## src/rtl/bus_drive_sequencer_pkg.sv

```systemverilog
`default_nettype none
// ============================================================================
// Module      : bus_drive_sequencer_pkg
// Description : Shared encodings for the 6502 data-bus drive sequencer:
//               FSM state codes, grant/owner codes and synchroniser depth.
// Revision    : 1.0 - initial release
// ============================================================================
package bus_drive_sequencer_pkg;

    // FSM state encoding
    localparam logic [1:0] c_ST_IDLE   = 2'd0;
    localparam logic [1:0] c_ST_SETTLE = 2'd1;
    localparam logic [1:0] c_ST_DRIVE  = 2'd2;
    localparam logic [1:0] c_ST_TURN   = 2'd3;

    typedef enum logic [1:0] {
        IDLE   = c_ST_IDLE,
        SETTLE = c_ST_SETTLE,
        DRIVE  = c_ST_DRIVE,
        TURN   = c_ST_TURN
    } state_t;

    // Grant encoding; the bus owner register uses the same codes so grant
    // can be driven straight from it.
    localparam logic [1:0] c_GNT_NONE = 2'b00;
    localparam logic [1:0] c_GNT_ROM  = 2'b01;
    localparam logic [1:0] c_GNT_IWM  = 2'b10;

    typedef enum logic [1:0] {
        SRC_NONE = c_GNT_NONE,
        SRC_ROM  = c_GNT_ROM,
        SRC_IWM  = c_GNT_IWM
    } src_t;

    // Flops between an asynchronous 6502-side pin and the first use in fclk
    localparam int c_SYNC_STAGES = 2;

    // Larger of two integers, used to size the shared settle/turn counter
    function automatic int max2(input int a, input int b);
        return (a > b) ? a : b;
    endfunction

endpackage
`default_nettype wire

```

## src/rtl/bus_drive_sequencer_sync2.sv

```systemverilog
`default_nettype none
// ============================================================================
// Module      : bus_drive_sequencer_sync2
// Description : Multi-flop synchroniser for one asynchronous bus pin, with a
//               parameterised reset value so inactive-high selects come out
//               of reset deasserted.
// Revision    : 1.0 - initial release
// ============================================================================
module bus_drive_sequencer_sync2
    import bus_drive_sequencer_pkg::*;
#(
    parameter logic RESET_VAL = 1'b0
) (
    input  logic clk,
    input  logic rst,
    input  logic i_d,
    output logic o_q
);

    logic [c_SYNC_STAGES-1:0] r_sync;

    // Shift the raw pin through the flop chain; bit 0 is the metastable stage
    always_ff @(posedge clk) begin
        if (rst) begin
            r_sync <= {c_SYNC_STAGES{RESET_VAL}};
        end else begin
            r_sync <= {r_sync[c_SYNC_STAGES-2:0], i_d};
        end
    end

    assign o_q = r_sync[c_SYNC_STAGES-1];

endmodule
`default_nettype wire

```

## src/rtl/bus_drive_sequencer.sv

```systemverilog
`default_nettype none
// ============================================================================
// Module      : bus_drive_sequencer
// Description : Arbitrates the shared 6502 data bus between the slot ROM and
//               the IWM register file. Grants one source at a time, waits a
//               settle delay before enabling the 74x245 / data pins, and
//               holds the bus released for a turnaround gap after every
//               grant so the two sources can never contend. Overlapping
//               requests raise a conflict pulse and bump a saturating count.
// Revision    : 1.0 - initial release
// ============================================================================
module bus_drive_sequencer
    import bus_drive_sequencer_pkg::*;
#(
    parameter int SETTLE_CYCLES = 2,
    parameter int TURN_CYCLES   = 2,
    parameter int CNT_W         = 8
) (
    input  logic             fclk,
    input  logic             reset,
    input  logic             rom_sel_n,
    input  logic             dev_sel_n,
    input  logic             rw,
    input  logic             addr0,
    input  logic [7:0]       rom_data,
    input  logic [7:0]       iwm_data,
    output logic             en245_n,
    output logic             data_oe,
    output logic [7:0]       data_out,
    output logic [1:0]       grant,
    output logic             conflict,
    output logic [CNT_W-1:0] conflict_cnt
);

    // One counter serves both SETTLE and TURN; it only needs to reach
    // max(SETTLE_CYCLES, TURN_CYCLES) - 1.
    localparam int c_CNT_MAX = max2(SETTLE_CYCLES, TURN_CYCLES);
    localparam int c_CW      = (c_CNT_MAX > 1) ? $clog2(c_CNT_MAX) : 1;

    localparam logic [c_CW-1:0]  c_SETTLE_LAST = c_CW'(SETTLE_CYCLES - 1);
    localparam logic [c_CW-1:0]  c_TURN_LAST   = c_CW'(TURN_CYCLES - 1);
    localparam logic [c_CW-1:0]  c_CNT_ONE     = c_CW'(1);
    localparam logic [CNT_W-1:0] c_CONF_MAX    = {CNT_W{1'b1}};
    localparam logic [CNT_W-1:0] c_CONF_ONE    = CNT_W'(1);

    // ------------------------------------------------------------------
    // Synchronised copies of the 6502-side pins
    // ------------------------------------------------------------------
    logic w_rom_sel_n_s;
    logic w_dev_sel_n_s;
    logic w_rw_s;
    logic w_addr0_s;

    bus_drive_sequencer_sync2 #(.RESET_VAL(1'b1)) u_sync_rom_sel (
        .clk (fclk),
        .rst (reset),
        .i_d (rom_sel_n),
        .o_q (w_rom_sel_n_s)
    );

    bus_drive_sequencer_sync2 #(.RESET_VAL(1'b1)) u_sync_dev_sel (
        .clk (fclk),
        .rst (reset),
        .i_d (dev_sel_n),
        .o_q (w_dev_sel_n_s)
    );

    bus_drive_sequencer_sync2 #(.RESET_VAL(1'b0)) u_sync_rw (
        .clk (fclk),
        .rst (reset),
        .i_d (rw),
        .o_q (w_rw_s)
    );

    bus_drive_sequencer_sync2 #(.RESET_VAL(1'b0)) u_sync_addr0 (
        .clk (fclk),
        .rst (reset),
        .i_d (addr0),
        .o_q (w_addr0_s)
    );

    logic w_req_rom;
    logic w_req_iwm;

    assign w_req_rom = ~w_rom_sel_n_s;
    assign w_req_iwm = ~w_dev_sel_n_s;

    // ------------------------------------------------------------------
    // Sequencer state
    // ------------------------------------------------------------------
    state_t            r_state;
    state_t            w_state_nxt;
    src_t              r_src;
    src_t              w_src_nxt;
    logic [c_CW-1:0]   r_cnt;
    logic [c_CW-1:0]   w_cnt_nxt;
    logic              w_conflict;
    logic              r_conflict;
    logic [CNT_W-1:0]  r_conflict_cnt;

    // Requests seen from the current owner's point of view
    logic w_own_req;
    logic w_other_req;

    // Map the two synced requests onto owner / competitor for the held source
    always_comb begin
        w_own_req   = 1'b0;
        w_other_req = 1'b0;
        case (r_src)
            SRC_ROM: begin
                w_own_req   = w_req_rom;
                w_other_req = w_req_iwm;
            end
            SRC_IWM: begin
                w_own_req   = w_req_iwm;
                w_other_req = w_req_rom;
            end
            default: begin
                w_own_req   = 1'b0;
                w_other_req = 1'b0;
            end
        endcase
    end

    // Register state, owner, shared counter and the conflict pulse
    always_ff @(posedge fclk) begin
        if (reset) begin
            r_state    <= IDLE;
            r_src      <= SRC_NONE;
            r_cnt      <= '0;
            r_conflict <= 1'b0;
        end else begin
            r_state    <= w_state_nxt;
            r_src      <= w_src_nxt;
            r_cnt      <= w_cnt_nxt;
            r_conflict <= w_conflict;
        end
    end

    // Next-state logic: grant one requester, settle, drive, then turn around
    always_comb begin
        w_state_nxt = r_state;
        w_src_nxt   = r_src;
        w_cnt_nxt   = r_cnt;
        w_conflict  = 1'b0;

        case (r_state)
            IDLE: begin
                w_src_nxt = SRC_NONE;
                if (w_req_rom && w_req_iwm) begin
                    // Both selects at once: refuse both, wait for one to clear
                    w_conflict = 1'b1;
                end else if (w_req_rom) begin
                    w_src_nxt   = SRC_ROM;
                    w_cnt_nxt   = '0;
                    w_state_nxt = SETTLE;
                end else if (w_req_iwm) begin
                    w_src_nxt   = SRC_IWM;
                    w_cnt_nxt   = '0;
                    w_state_nxt = SETTLE;
                end
            end

            SETTLE: begin
                if (!w_own_req || w_other_req) begin
                    // Request glitched away or a competitor appeared before
                    // we started driving; back off through turnaround.
                    w_conflict  = w_other_req;
                    w_cnt_nxt   = '0;
                    w_state_nxt = TURN;
                end else if (r_cnt == c_SETTLE_LAST) begin
                    w_cnt_nxt   = '0;
                    w_state_nxt = DRIVE;
                end else begin
                    w_cnt_nxt = r_cnt + c_CNT_ONE;
                end
            end

            DRIVE: begin
                if (!w_own_req) begin
                    w_cnt_nxt   = '0;
                    w_state_nxt = TURN;
                end else if (w_other_req) begin
                    w_conflict  = 1'b1;
                    w_cnt_nxt   = '0;
                    w_state_nxt = TURN;
                end
            end

            TURN: begin
                // Requests are deliberately ignored here; IDLE re-samples them
                if (r_cnt == c_TURN_LAST) begin
                    w_cnt_nxt   = '0;
                    w_src_nxt   = SRC_NONE;
                    w_state_nxt = IDLE;
                end else begin
                    w_cnt_nxt = r_cnt + c_CNT_ONE;
                end
            end

            default: begin
                w_cnt_nxt   = '0;
                w_src_nxt   = SRC_NONE;
                w_state_nxt = IDLE;
            end
        endcase
    end

    // Saturating count of conflict pulses, stepped alongside the pulse itself
    always_ff @(posedge fclk) begin
        if (reset) begin
            r_conflict_cnt <= '0;
        end else if (w_conflict && (r_conflict_cnt != c_CONF_MAX)) begin
            r_conflict_cnt <= r_conflict_cnt + c_CONF_ONE;
        end
    end

    // ------------------------------------------------------------------
    // Output decode: only registered state, owner and synced qualifiers
    // ------------------------------------------------------------------
    logic w_driving;

    assign w_driving = (r_state == DRIVE);

    assign en245_n = ~w_driving;

    // Writes still open the 245 so the IWM can latch; only reads drive the
    // pins, and IWM reads only when addr0 is low.
    assign data_oe = w_driving && w_rw_s && !((r_src == SRC_IWM) && w_addr0_s);

    // Live byte mux selected by the current owner
    always_comb begin
        data_out = 8'h00;
        case (r_src)
            SRC_ROM: data_out = rom_data;
            SRC_IWM: data_out = iwm_data;
            default: data_out = 8'h00;
        endcase
    end

    assign grant        = ((r_state == SETTLE) || (r_state == DRIVE)) ? r_src : c_GNT_NONE;
    assign conflict     = r_conflict;
    assign conflict_cnt = r_conflict_cnt;

endmodule
`default_nettype wire

```

## config.mk

```make
export PLATFORM = sky130hd
export DESIGN_NAME = bus_drive_sequencer
export DESIGN_NICKNAME = d
export VERILOG_FILES = /design/src/rtl/bus_drive_sequencer_pkg.sv /design/src/rtl/bus_drive_sequencer_sync2.sv /design/src/rtl/bus_drive_sequencer.sv
export SDC_FILE = /design/constraint.sdc
export NUM_CORES = 1
export LEC_CHECK = 0
export BUFFER_PORTS_ARGS = -buffer_cell sky130_fd_sc_hd__buf_2
export CORE_AREA = 2 2 58 55
export CTS_CLUSTER_DIAMETER = 200
export DETAILED_ROUTE_END_ITERATION = 7
export DIE_AREA = 0 0 60 57
export GPL_ROUTABILITY_DRIVEN = 0
export PLACE_DENSITY_LB_ADDON = 0.25
export SETUP_SLACK_MARGIN = 0.5
export SYNTH_ARGS = -nofsm -noshare
export SYNTH_HDL_FRONTEND = slang
export SYNTH_SLANG_ARGS = --single-unit
```

## constraint.sdc

```tcl
create_clock -name fclk -period 2 [get_ports fclk]
set_input_delay 0.2 -clock fclk [delete_from_list [all_inputs] [get_ports fclk]]
set_output_delay 0.2 -clock fclk [all_outputs]
set_load 0.02 [all_outputs]
```

# --- Yosys cells after proc, flatten, opt, wreduce, memory -nomap -nowiden ---
# Index checks and enable logic that the tools add are counted.
op_classes:
  addsub: 2
  n_eq_ne: 11
  n_mux: 30
  bitwise_logic: 3
  n_reduce_logical: 14
op_table:
  columns: ["op", "n"]
  rows:
  - ["2-bit two-way mux", 12]
  - ["8-bit case mux with 2 select lines", 1]
  - ["1-bit two-way mux", 11]
  - ["3-bit != test, second input constant", 3]
  - ["8-bit by 1-bit adder with 8-bit output, second input constant", 1]
  - ["8-bit != test, second input constant", 1]
  - ["2-bit case mux with 4 select lines", 1]
  - ["2-bit == test, second input constant", 3]
  - ["1-bit logical AND", 5]
  - ["5-bit AND reduction", 1]
  - ["2-bit by 1-bit == test with 1-bit output, second input constant", 2]
  - ["2-bit != test, second input constant", 2]
  - ["1-bit case mux with 2 select lines", 2]
  - ["1-bit case mux with 4 select lines", 1]
  - ["2-bit case mux with 2 select lines", 1]
  - ["1-bit inverter", 3]
  - ["1-bit case mux with 3 select lines", 1]
  - ["3-bit AND reduction", 1]
  - ["1-bit logical NOT", 2]
  - ["2-bit logical NOT", 1]
  - ["1-bit logical OR", 2]
  - ["2-bit AND reduction", 1]
  - ["2-bit nonzero test", 1]
  - ["1-bit adder, second input constant", 1]
word_totals:
  regBits: 22
  input_bits: 22
  output_inout_bits: 21
  word_cells: 69

# --- Logic depth before layout (Yosys ltp) ---
depth:
  word_depth: 7
  ltp_mapped: 9
  ltp_nobuf: 8

# --- Hierarchy ---
# Synthesis repeated with hierarchy kept, for this count alone.
unflattened:
  cells_unflattened: 137
  hier_area_um2: 1206.2
modules_own_cells:
  columns: ["mod", "n_inst", "cells_each", "area_per_inst_um2", "seq_area_each_um2"]
  rows:
  - ["bus_drive_sequencer", 1, 121, 996.0, 280.3]
  - ["bus_drive_sequencer_sync2", 4, 4, 52.6, 40.0]

# --- Least setup slack after synthesis ---
# OpenSTA, ideal clock, no wires.
synth_path:
  path_type: "register to register"
  startpoint: "register r_src[0]"
  endpoint: "register r_conflict_cnt[5] (netlist: conflict_cnt[5])"
  setup_time_ns: 0.123
  t_arrival_ns: 1.953
  t_required_ns: 1.877
  path_slack_ns: -0.076
  path_stages_with_launch: 9
  path_buffers: 1
  period_less_slack_ns: 2.076
  path_cell_list: "dfxtp_1 > inv_1 > ha_1 > clkbuf_1 > nor2b_2 > a32oi_2 > a311oi_4 > nand4_1 > mux2_1"
synth_between:
  elab_chain_len: 7
  elab_cells_between_ends: 11
  classes_between: "eq/ne: 2; mux: 6; reduce/logical: 3"
synth_lines:
  columns: ["item", "line_no", "rtl"]
  rows:
  - ["from (decl)", "bus_drive_sequencer.sv:93", "src_t r_src;"]
  - ["from (signal assigned)", "bus_drive_sequencer.sv:134", "r_src <= w_src_nxt;"]
  - ["2-bit == test or 2-bit by 1-bit == test with 1-bit output (tied branches)", "bus_drive_sequencer.sv:109", "case (r_src)"]
  - ["1-bit case mux with 2 select lines", "bus_drive_sequencer.sv:109", null]
  - ["1-bit logical NOT", null, null]
  - ["1-bit logical OR", "bus_drive_sequencer.sv:165", "if (!w_own_req || w_other_req) begin"]
  - ["1-bit two-way mux", "bus_drive_sequencer.sv:165", null]
  - ["1-bit case mux with 3 select lines *", "bus_drive_sequencer.sv:147", "case (r_state)"]
  - ["1-bit logical AND *", "bus_drive_sequencer.sv:213", "end else if (w_conflict && (r_conflict_cnt != c_CONF_MAX)) begin"]
  - ["to (signal assigned)", "bus_drive_sequencer.sv:214", "r_conflict_cnt <= r_conflict_cnt + c_CONF_ONE;"]
  - ["to (decl)", "bus_drive_sequencer.sv:99", "logic [CNT_W-1:0] r_conflict_cnt;"]
# Mark *: on every way between the ends. The rest lies on a longest branch, timed or not.
# A chain may end at the register's enable or synchronous reset.

# --- Worst setup path after layout ---
layout_path:
  startpoint: "register r_state[1]"
  endpoint: "register r_conflict_cnt[7] (netlist: conflict_cnt[7])"
layout_between:
  elab_chain_len: 3
  elab_cells_between_ends: 5
  classes_between: "eq/ne: 2; mux: 1; reduce/logical: 2"
layout_lines:
  columns: ["item", "line_no", "rtl"]
  rows:
  - ["from (decl)", "bus_drive_sequencer.sv:91", "state_t r_state;"]
  - ["from (signal assigned)", "bus_drive_sequencer.sv:133", "r_state <= w_state_nxt;"]
  - ["2-bit == test, or another cell as far along", "bus_drive_sequencer.sv:147", null]
  - ["1-bit case mux with 3 select lines *", "bus_drive_sequencer.sv:147", null]
  - ["1-bit logical AND *", "bus_drive_sequencer.sv:213", null]
# Marks and branches as above.

==> flow_metrics.tcl <==
set metrics [dict create \
    vias 1121 \
    synth_edf_count 0 \
    synthDistinctLibCells 33 \
    ys_top_cells_by_count "dfxtp_1, nor2_1, a22oi_1" \
    syn_nets 163 \
    crit_path_end_kind "flip-flop" \
    clk_latency_ps 310 \
    cts-root-buf "clkbuf_4" \
    antenna_cells 0 \
    drv_cap 0 \
    cts_tree "built" \
    via_per_inst 4.87 \
    rsz0062_at_grt "true" \
    rows 19 \
    fmax_mhz 554 \
    yosys.area.top_type_share_pct 37.1 \
    area_delta_synth_final_pct 52.0 \
    drt_iter0_markers 56 \
    grt_pass1_vias 1077 \
    synth_seq_area_share_pct 37.1 \
    cts.clk_slew.worst_paths_ps 110 \
    finalWirelength_mm 3.05 \
    status "finished, final reports clean" \
    numCtsBuffers 3 \
    grt_max_degree 27 \
    ant_nets 0 \
    setup_viol 0 \
    holdCritPathClass "input port to flip-flop" \
    die_y_um 57 \
    leakagePower_nw 0.749 \
    async_flop_share_pct 0 \
    port_buffers 42 \
    syn-cell-area_sq_um 1190 \
    grt.overflow.total 0 \
    cts_buffer_depth 2 \
    whs_ps 73.6 \
    worstMarginPinSlew_ps 410 \
    skew_ps 6.24 \
    drt_pass1_iterations 4 \
    synth_most_common_cell "dfxtp_1" \
    synth.avg_cell_area_sq_um 8.87 \
    crit_required_ps 2210 \
    fin_crit_ps 1810 \
    synthCells 134 \
    synth-main-ff-cell "dfxtp_1" \
    die_w_um 60 \
    coreArea_sq_um 2880 \
    grt_pass1_wl_mm 4.81 \
    powerDensity_nw_per_um2 792 \
    fin_crit_sh_pct 90.3 \
    final.setup.tns_ps 0 \
    dieArea_sq_um 3420 \
    htree_num_levels 1 \
    hold_viol 0 \
    place_hpwl_mm 1.93 \
    drc 0 \
    synth-seq-cells 22 \
    irDropWorstVdd_uv 502 \
    wl_per_cell_um 13.2 \
    synth_area_leaders "dfxtp_1, ha_1, nor2_1" \
    regToRegSetupSlack_ps 190 \
    slew_headroom_pct 72.6 \
    grt.total_usage_pct 18.3 \
    antenna_found_initial 0 \
    ios 43 \
    yosys.area.top_type "dfxtp_1" \
    clkSinkCount 22 \
    hold_buffers 0 \
    slew_viol_final 0 \
    crit_fanout 3 \
    cp.arrival_ps 2020 \
    drive_gt1_share_pct 56.9 \
    crit_type "flip-flop to flip-flop" \
    yosys_warnings 0 \
    finalNetCount 218 \
    start_util_pct 41.3 \
    start_kind "flip-flop" \
]
[cell families (layout without fill, tap and decap cells)]
kind of cell,Yosys count,after routing,synth area share [%]
and+or+nand+nor,54,54,23.8
muxes,4,4,3.58
AOI/OAI and AO/OA,26,26,18.3
adders and majority gates,7,7,7.37
xor gates and xnor gates,4,4,2.95
buffers and inverters,17,71,6.95
DFF,22,22,37.1
[final timing paths]
check / to / start / cells past startpoint
max: conflict_cnt[7] / r_state[1] / 7
min: u_sync_rom_sel.r_sync[0] / rom_sel_n / 2
max reg2reg: conflict_cnt[7] / r_state[1] / 7
min reg2reg: u_sync_rom_sel.r_sync[1] / u_sync_rom_sel.r_sync[0] / 1
[report_power, final]
group	switching, mW	internal (mW)	leakage [nW]	total, mW
sequential	0.0382	0.480	0.183	0.518
combinational	0.340	0.337	0.545	0.676
clock	0.126	0.111	0.0210	0.237
[area by class of cell]
class | count | area (sq um)
Sequential cell | 22 | 453
Fill cell | 234 | 1070
Inverter | 9 | 37.5
Clock buffer | 4 | 36.3
Tap cell | 42 | 52.6
Multi-Input combinational cell | 95 | 837
Timing Repair Buffer | 58 | 390
[metrics by stage]
stage / setup WS, ps / utilization, % / std cells / instance area [sq um] / power, mW
2_1_floorplan: 3.43 / - / 134 / 1280 / 0.864
3_3_place_gp: 126 / 52.4 / 215 / 1510 / 0.955
3_5_place_dp: 54.3 / 52.4 / 215 / 1510 / 0.971
4_1_cts: 212 / 60.3 / 226 / 1740 / 1.33
5_1_grt: 108 / 62.8 / 230 / 1810 / 1.52
6_report: 194 / 62.8 / 230 / 1810 / 1.43
[per-layer routing]
layer	part of all wire, %	vias to the layer above	global-route usage, %	routed length [um]
li1	-	575	-	-
met1	44	525	24.3	1330
met2	52	17	30.0	1590
met3	2.9	4	3.40	88
met4	1.3	0	5.71	40
met5	0	-	0	0
[critical path, stage by stage (launching register included)]
cell	delay, ps
dfxtp_2	370
inv_2	60
ha_4	270
nor2b_4	150
a32oi_4	120
a311oi_4	260
nand4_1	160
mux2_4	320
[what timing repair did]
item,4_1_cts,5_1_grt
resized for setup,38,11
pin swaps,12,6
endpoints found under the setup margin,23,26
buffers inserted,7,4
[placed cells by master (no fill, tap or decap), types with 3 or more instances in the layout]
| master | netlist | layout |
|---|---|---|
| xnor2_1 | 4 | 4 |
| nor2_1 | 21 | 21 |
| inv_1 | 8 | 3 |
| buf_4 | 0 | 20 |
| clkbuf_4 | 0 | 3 |
| buf_6 | 2 | 8 |
| inv_2 | 0 | 4 |
| nand2_1 | 4 | 4 |
| buf_2 | 2 | 30 |
| ha_4 | 0 | 4 |
| dfxtp_1 | 22 | 16 |
| and3_1 | 3 | 3 |
| dfxtp_2 | 0 | 4 |
| a21oi_1 | 6 | 4 |
| nor3_1 | 4 | 3 |
| a22oi_2 | 0 | 9 |
| or2_2 | 4 | 4 |
| nor2b_1 | 8 | 8 |
[registers in the layout, summed over array words and instances (netlist names)]
signal	cells
r_state	2
r_cnt	1
u_sync_rw.r_sync	2
u_sync_dev_sel.r_sync	2
r_src	2
conflict_cnt	8
u_sync_rom_sel.r_sync	2
u_sync_addr0.r_sync	2
conflict	1
Power figures use the tool's default switching activity.
